`config.mk`:
```
export PLATFORM = sky130hd
export DESIGN_NAME = buffer_unpacker
export DESIGN_NICKNAME = d
export VERILOG_FILES = /design/src/rtl/buffer_unpacker.sv
export SDC_FILE = /design/constraint.sdc
export NUM_CORES = 1
export LEC_CHECK = 0
export CORE_UTILIZATION = 54
export CTS_BUF_LIST = sky130_fd_sc_hd__clkbuf_2 sky130_fd_sc_hd__clkbuf_4 sky130_fd_sc_hd__clkbuf_8
export CTS_CLUSTER_DIAMETER = 120
export CTS_CLUSTER_SIZE = 25
export DETAILED_ROUTE_END_ITERATION = 10
export PLACE_DENSITY_LB_ADDON = 0.08
export SLEW_MARGIN = 25
export SYNTH_ARGS = -nofsm -noshare
export SYNTH_HDL_FRONTEND = slang
export SYNTH_SLANG_ARGS = --single-unit
```
`constraint.sdc`:
```
create_clock -name clock -period 14.4 [get_ports clock]
set_input_delay 2.88 -clock clock [delete_from_list [all_inputs] [get_ports clock]]
set_output_delay 2.88 -clock clock [all_outputs]
set_load 0.03 [all_outputs]
```
`src/rtl/buffer_unpacker.sv`:
```
// Unpacks 128-bit capture frames into a 16-bit word stream with one frame of
// double-buffering, a per-frame additive checksum and a completed-frame counter.
module buffer_unpacker #(
    parameter int unsigned WORDS = 8,
    parameter int unsigned WIDTH = 16,
    parameter int unsigned IDXW  = 3
) (
    input  logic                   clock,
    input  logic                   reset,
    input  logic                   frame_valid,
    output logic                   frame_ready,
    input  logic [WORDS*WIDTH-1:0] frame,
    output logic                   out_valid,
    input  logic                   out_ready,
    output logic [WIDTH-1:0]       out_data,
    output logic [IDXW-1:0]        out_index,
    output logic                   out_last,
    output logic [WIDTH-1:0]       checksum,
    output logic                   checksum_valid,
    output logic [15:0]            frame_count
);

    localparam int unsigned CNTW = 16;
    localparam logic [IDXW-1:0] LAST_IDX = IDXW'(WORDS - 1);

    logic [WORDS-1:0][WIDTH-1:0] active_buf;
    logic [WORDS-1:0][WIDTH-1:0] pending_buf;
    logic                        active_full;
    logic                        pending_full;
    logic [IDXW-1:0]             index;
    logic [WIDTH-1:0]            acc;

    logic accept;
    logic word_hs;
    logic final_hs;
    logic load_active;
    logic load_pending;

    // Handshake decode; a new frame bypasses pending when active frees up this cycle.
    always_comb begin
        frame_ready  = !pending_full && !reset;
        accept       = frame_valid && frame_ready;
        word_hs      = active_full && out_ready;
        final_hs     = word_hs && (index == LAST_IDX);
        load_active  = accept && (!active_full || (final_hs && !pending_full));
        load_pending = accept && !load_active;
    end

    assign out_valid = active_full;
    assign out_data  = active_buf[index];
    assign out_index = index;
    assign out_last  = (index == LAST_IDX);

    // Active/pending storage and word index.
    always_ff @(posedge clock or posedge reset) begin
        if (reset) begin
            active_buf   <= '0;
            pending_buf  <= '0;
            active_full  <= 1'b0;
            pending_full <= 1'b0;
            index        <= '0;
        end else begin
            if (load_active) begin
                active_buf  <= frame;
                active_full <= 1'b1;
                index       <= '0;
            end else if (final_hs) begin
                index <= '0;
                if (pending_full) begin
                    active_buf   <= pending_buf;
                    pending_full <= 1'b0;
                end else begin
                    active_full <= 1'b0;
                end
            end else if (word_hs) begin
                index <= index + IDXW'(1);
            end
            if (load_pending) begin
                pending_buf  <= frame;
                pending_full <= 1'b1;
            end
        end
    end

    // Checksum accumulator, capture register and completed-frame counter.
    always_ff @(posedge clock or posedge reset) begin
        if (reset) begin
            acc            <= '0;
            checksum       <= '0;
            checksum_valid <= 1'b0;
            frame_count    <= '0;
        end else begin
            checksum_valid <= final_hs;
            if (final_hs) begin
                checksum    <= acc + out_data;
                acc         <= '0;
                frame_count <= frame_count + CNTW'(1);
            end else if (word_hs) begin
                acc <= acc + out_data;
            end
        end
    end

endmodule

```
Yosys cells after proc, flatten, opt, wreduce, memory -nomap -nowiden:

Index checks and enable logic that the tools add are counted.

* add/sub/neg operators: 3
* order comparisons: 1
* eq/ne operators: 3
* muxes and demuxes: 16
* reductions and logical operators: 20

Operators by type and width (count)
* $mux W128: 3
* $bmux W16 S3: 1
* $mux W16: 3
* $add A16 B1 Y16 const B: 1
* $add A16 B16 Y16: 1
* $mux W3: 3
* $reduce_bool A2 Y1: 4
* $logic_and A1 B1 Y1: 7
* $mux W1: 6
* $reduce_and A2 Y1: 3
* $logic_not A1 Y1: 4
* $lt A3 B4 Y1 const B: 1
* $ne A2 B1 Y1 const B: 2
* $add A3 B1 Y3 const B: 1
* $eq A3 B3 Y1 const B: 1
* $reduce_bool A3 Y1: 1
* $logic_or A1 B1 Y1: 1

* register bits: 310
* output and inout bits: 55
* logic and storage cells: 66

Depth between registers and ports, before layout:

* depth after elaboration: 9
* depth in mapped cells: 14
* mapped depth without buffers: 12

Worst setup path after synthesis:

No wires, ideal clock.

* path kind: in2out
* from: in reset
* to: out frame_ready
* arrival: 3.323 ns
* data required time: 11.520 ns
* slack: 8.197 ns
* cell stages on the path: 1
* path buffers: 0
* cell sequence: nor2_1

* longest elaborated chain between the ends: 2

Ends and longest elaborated chain
* from (decl): RTL line 9 `input logic reset,`
* $logic_not A1 Y1 (no source line)
* $logic_and A1 B1 Y1: RTL line 41 `frame_ready = !pending_full && !reset;`
* to (decl): RTL line 11 `output logic frame_ready,`

No other way between the ends.

Worst setup path after layout:

Ends and elaborated chain as after synthesis.

==> results.yml <==
status:
  status: "complete, no violations"
drt:
  initialDrtViolationCount: 807
  via_count: 9398
  detail_route.vias_per_cell: 5.75
  route.final.wire_length_mm: 33.0
  antenna_violating_nets_post_route: 0
  drt_pass1_iterations: 5
  wire_per_inst_um: 20.2
  post-route-drc-count: 0
worst_setup_path:
  worst-r2r-setup-slack_ns: 9.40
  timing.critical_path.required_ns: 11.52
  cp-start-kind: "input port"
  crit-reg2reg-launch: "out_index[0]$_DFFE_PP0P_"
  rr_endpoint: "pending_buf[124]$_DFFE_PP0P_"
  worstPathArrival_ns: 4.25
  critPathKind: "in2out"
  setup.worst_path.end_class: "primary output"
  reg2reg_depth: 9
  timing.critical_path.from: "reset"
  worstPathMaxFanout: 2
  crit_end: "frame_ready"
hold_path:
  holdCritPathClass: "reg2reg"
timing:
  count_of_final_setup_violators: 0
  grt_setup_unrepaired: "no"
  timing.final.crit_period_ns: 7.13
  number_of_max_slew_violations_in_the_final_report: 0
  finalHoldViolations: 0
  slew-limit-headroom_pct: 31.0
  worst-slew-pin-transition_ns: 1.03
  final_min_period_over_clock_period_pct: 49.5
  fin_skew_ns: 0.0344
  totalNegativeSetupSlack_ns: 0
  max_clock_freq_mhz: 140
clocking:
  cts.reportedPaths.clkPinSlew_ns: 0.15
  cts_made_buffers: 16
  post_cts_buffers: 0
  clock_path_buffers: 3
  ctsHtreeMaxLevel: 1
  post_cts_resized: 0
  cts-root-buf: "sky130_fd_sc_hd__clkbuf_8"
  cts.sink_count: 310
  clk_latency_ns: 0.57
  number_of_hold_buffers_added_after_cts: 0
  tritoncts_clock_tree: "done"
placed_design:
  hpwl_mm: 22.1
  io_buffers: 186
  gp_routability_congestion: 0.861
  placed_cells_incl_taps: 1616
floorplan:
  area_of_the_die_mm2: 0.0261
  die_w_um: 162
  core_area_mm2: 0.0251
  die_y_um: 162
  cell_rows: 58
  ios: 187
  initial_core_util_pct: 54.8
power:
  total_leakage_power_nw: 7.36
  p_per_area_mw_per_mm2: 219
  vdd_drop_max_mv: 0.175
synth:
  synthesis.yosys.warnings: 0
  most_frequent_cell_after_synthesis: "sky130_fd_sc_hd__nand2_1"
  synthTopCellsByCount: "sky130_fd_sc_hd__nand2_1 (316), sky130_fd_sc_hd__dfrtp_1 (310), sky130_fd_sc_hd__a22oi_1 (128)"
  yosysSeqAreaShare_pct: 56.4
  synthArstFlopShare_pct: 100
  synth_edf_count: 0
  netlist_instances: 1162
  ys_dominant_reg_cell: "sky130_fd_sc_hd__dfrtp_1"
  netlist-cell-type-count: 47
  synthesized_cell_area_mm2: 0.0138
  synth_largest_type_area_fraction_pct: 56.4
  mappedNetlistNets: 1313
  synth.ff_latch_count: 310
  synth.avg_cell_area_um2: 11.8
  yosys-top-cells-area: "sky130_fd_sc_hd__dfrtp_1 (56%), sky130_fd_sc_hd__mux2_1 (9.7%), sky130_fd_sc_hd__nand2_1 (8.6%)"
  post-synth-top-area-cell: "sky130_fd_sc_hd__dfrtp_1"
finish:
  multiInputGateArea_mm2: 0.00567
  layout-drive-gt1-share_pct: 7.66
  final_nets: 1455
  final_core_occ_pct: 64.1
  n_fill_cell: 2048
  area.growth.synth_to_final_pct: 17.0
  finalNonFillerCells: 1635
  area_taken_by_flip_flops_and_latches_mm2: 0.00776
  diodes: 0
grt:
  first_pass_grt_wire_length_mm: 52.9
  grt-ovfl-total: 0
  antenna_found_initial: 0
  globalRouteTotalUtil_pct: 26.1
  largest_net_degree_at_the_start_of_global_routing: 112
  vias_in_the_first_global_route: 9317
flow_run:
  max_cap_viols: 0
flip-flops by register name, summed over array words and instances (netlist names):
name            cells
acc                16
frame_count        16
out_valid           1
active_buf        128
pending_full        1
checksum           16
pending_buf       128
checksum_valid      1
out_index           3
layout make-up:
class,instances,share of cell area [%]
clock buffer,18,1.50
timing repair buffer,197,12.2
inverter,8,0.233
multi-input combinational,771,35.2
clock inverter,1,0.101
tap,330,2.57
sequential,310,48.2
through the flow:
step / power [mW] / hold slack [ns] / worst slack [ns] / instance area, µm²
2_1_floorplan: 2.62 / 0.441 / 2.95 / 13800
3_3_place_gp: 3.10 / 0.454 / 7.27 / 15800
3_5_place_dp: 3.16 / 0.457 / 7.27 / 15800
4_1_cts: 3.54 / 0.484 / 7.26 / 16100
5_1_grt: 3.76 / 0.504 / 7.24 / 16100
6_report: 3.52 / 0.468 / 7.27 / 16100
kinds of logic after synthesis:
logic type	synth area share, %
simple gates	10.1
fa+ha+maj	1.78
xor+xnor	2.05
mux	17.1
compound gates	9.96
buf+inv	2.56
flops	56.4
worst min path at each step:
stage | startpoint | endpoint | slack, ns | cells past startpoint
after CTS | pending_buf[104]$_DFFE_PP0P_ | active_buf[104]$_DFFE_PP0P_ | 0.48 | 2
after detailed placement | active_buf[34]$_DFFE_PP0P_ | active_buf[34]$_DFFE_PP0P_ | 0.46 | 2
after global routing | active_buf[58]$_DFFE_PP0P_ | active_buf[58]$_DFFE_PP0P_ | 0.50 | 2
after global placement | active_buf[98]$_DFFE_PP0P_ | active_buf[98]$_DFFE_PP0P_ | 0.45 | 2
after floorplan | active_buf[100]$_DFFE_PP0P_ | active_buf[100]$_DFFE_PP0P_ | 0.44 | 2
final | pending_buf[104]$_DFFE_PP0P_ | active_buf[104]$_DFFE_PP0P_ | 0.47 | 2
report_power, final:
group | total (mW) | internal (mW) | switching [mW] | leakage (nW)
clock network | 0.379 | 0.114 | 0.265 | 0.134
registers | 1.54 | 1.28 | 0.259 | 3.86
logic | 1.61 | 0.745 | 0.861 | 3.37
placed cells by master (no fill, tap or decap), types with 2 or more instances in the layout:
master | netlist | routed
sky130_fd_sc_hd__nor2_1 | 9 | 8
sky130_fd_sc_hd__a21oi_1 | 16 | 16
sky130_fd_sc_hd__o21a_1 | 2 | 2
sky130_fd_sc_hd__clkbuf_8 | 0 | 17
sky130_fd_sc_hd__inv_1 | 7 | 6
sky130_fd_sc_hd__and3_1 | 4 | 4
sky130_fd_sc_hd__nand2_1 | 316 | 316
sky130_fd_sc_hd__nor2b_1 | 4 | 3
sky130_fd_sc_hd__o21ai_0 | 7 | 7
sky130_fd_sc_hd__xor2_1 | 7 | 7
sky130_fd_sc_hd__ha_1 | 18 | 18
sky130_fd_sc_hd__nand4_1 | 3 | 3
sky130_fd_sc_hd__clkdlybuf4s50_1 | 0 | 186
sky130_fd_sc_hd__dfrtp_1 | 310 | 309
sky130_fd_sc_hd__a211oi_1 | 2 | 2
sky130_fd_sc_hd__mux2_1 | 118 | 118
sky130_fd_sc_hd__a21boi_1 | 2 | 2
sky130_fd_sc_hd__a22oi_1 | 128 | 128
sky130_fd_sc_hd__o21ai_1 | 13 | 13
sky130_fd_sc_hd__nand3_1 | 8 | 8
sky130_fd_sc_hd__mux4_2 | 32 | 32
sky130_fd_sc_hd__mux2_2 | 25 | 25
sky130_fd_sc_hd__buf_4 | 0 | 9
sky130_fd_sc_hd__a22o_1 | 8 | 8
sky130_fd_sc_hd__o31ai_1 | 2 | 2
sky130_fd_sc_hd__xnor2_1 | 22 | 22
sky130_fd_sc_hd__a221o_1 | 2 | 2
sky130_fd_sc_hd__nor3_1 | 2 | 2
sky130_fd_sc_hd__a21o_1 | 4 | 4
worst max-delay path: stages:
cell,delay (ns)
sky130_fd_sc_hd__clkdlybuf4s50_1,0.51
sky130_fd_sc_hd__nor2_1,0.17
sky130_fd_sc_hd__clkdlybuf4s50_1,0.68
per-layer routing:
metal,global-route usage [%],up-vias,routed length [µm],share of wire [%]
li1,-,4359,-,-
met1,40.4,4738,15600,47
met2,39.7,269,15000,45
met3,3.42,32,1800,5.5
met4,5.36,0,584,1.8
met5,0,-,0,0
No activity file was read; power rests on OpenSTA's default activity.
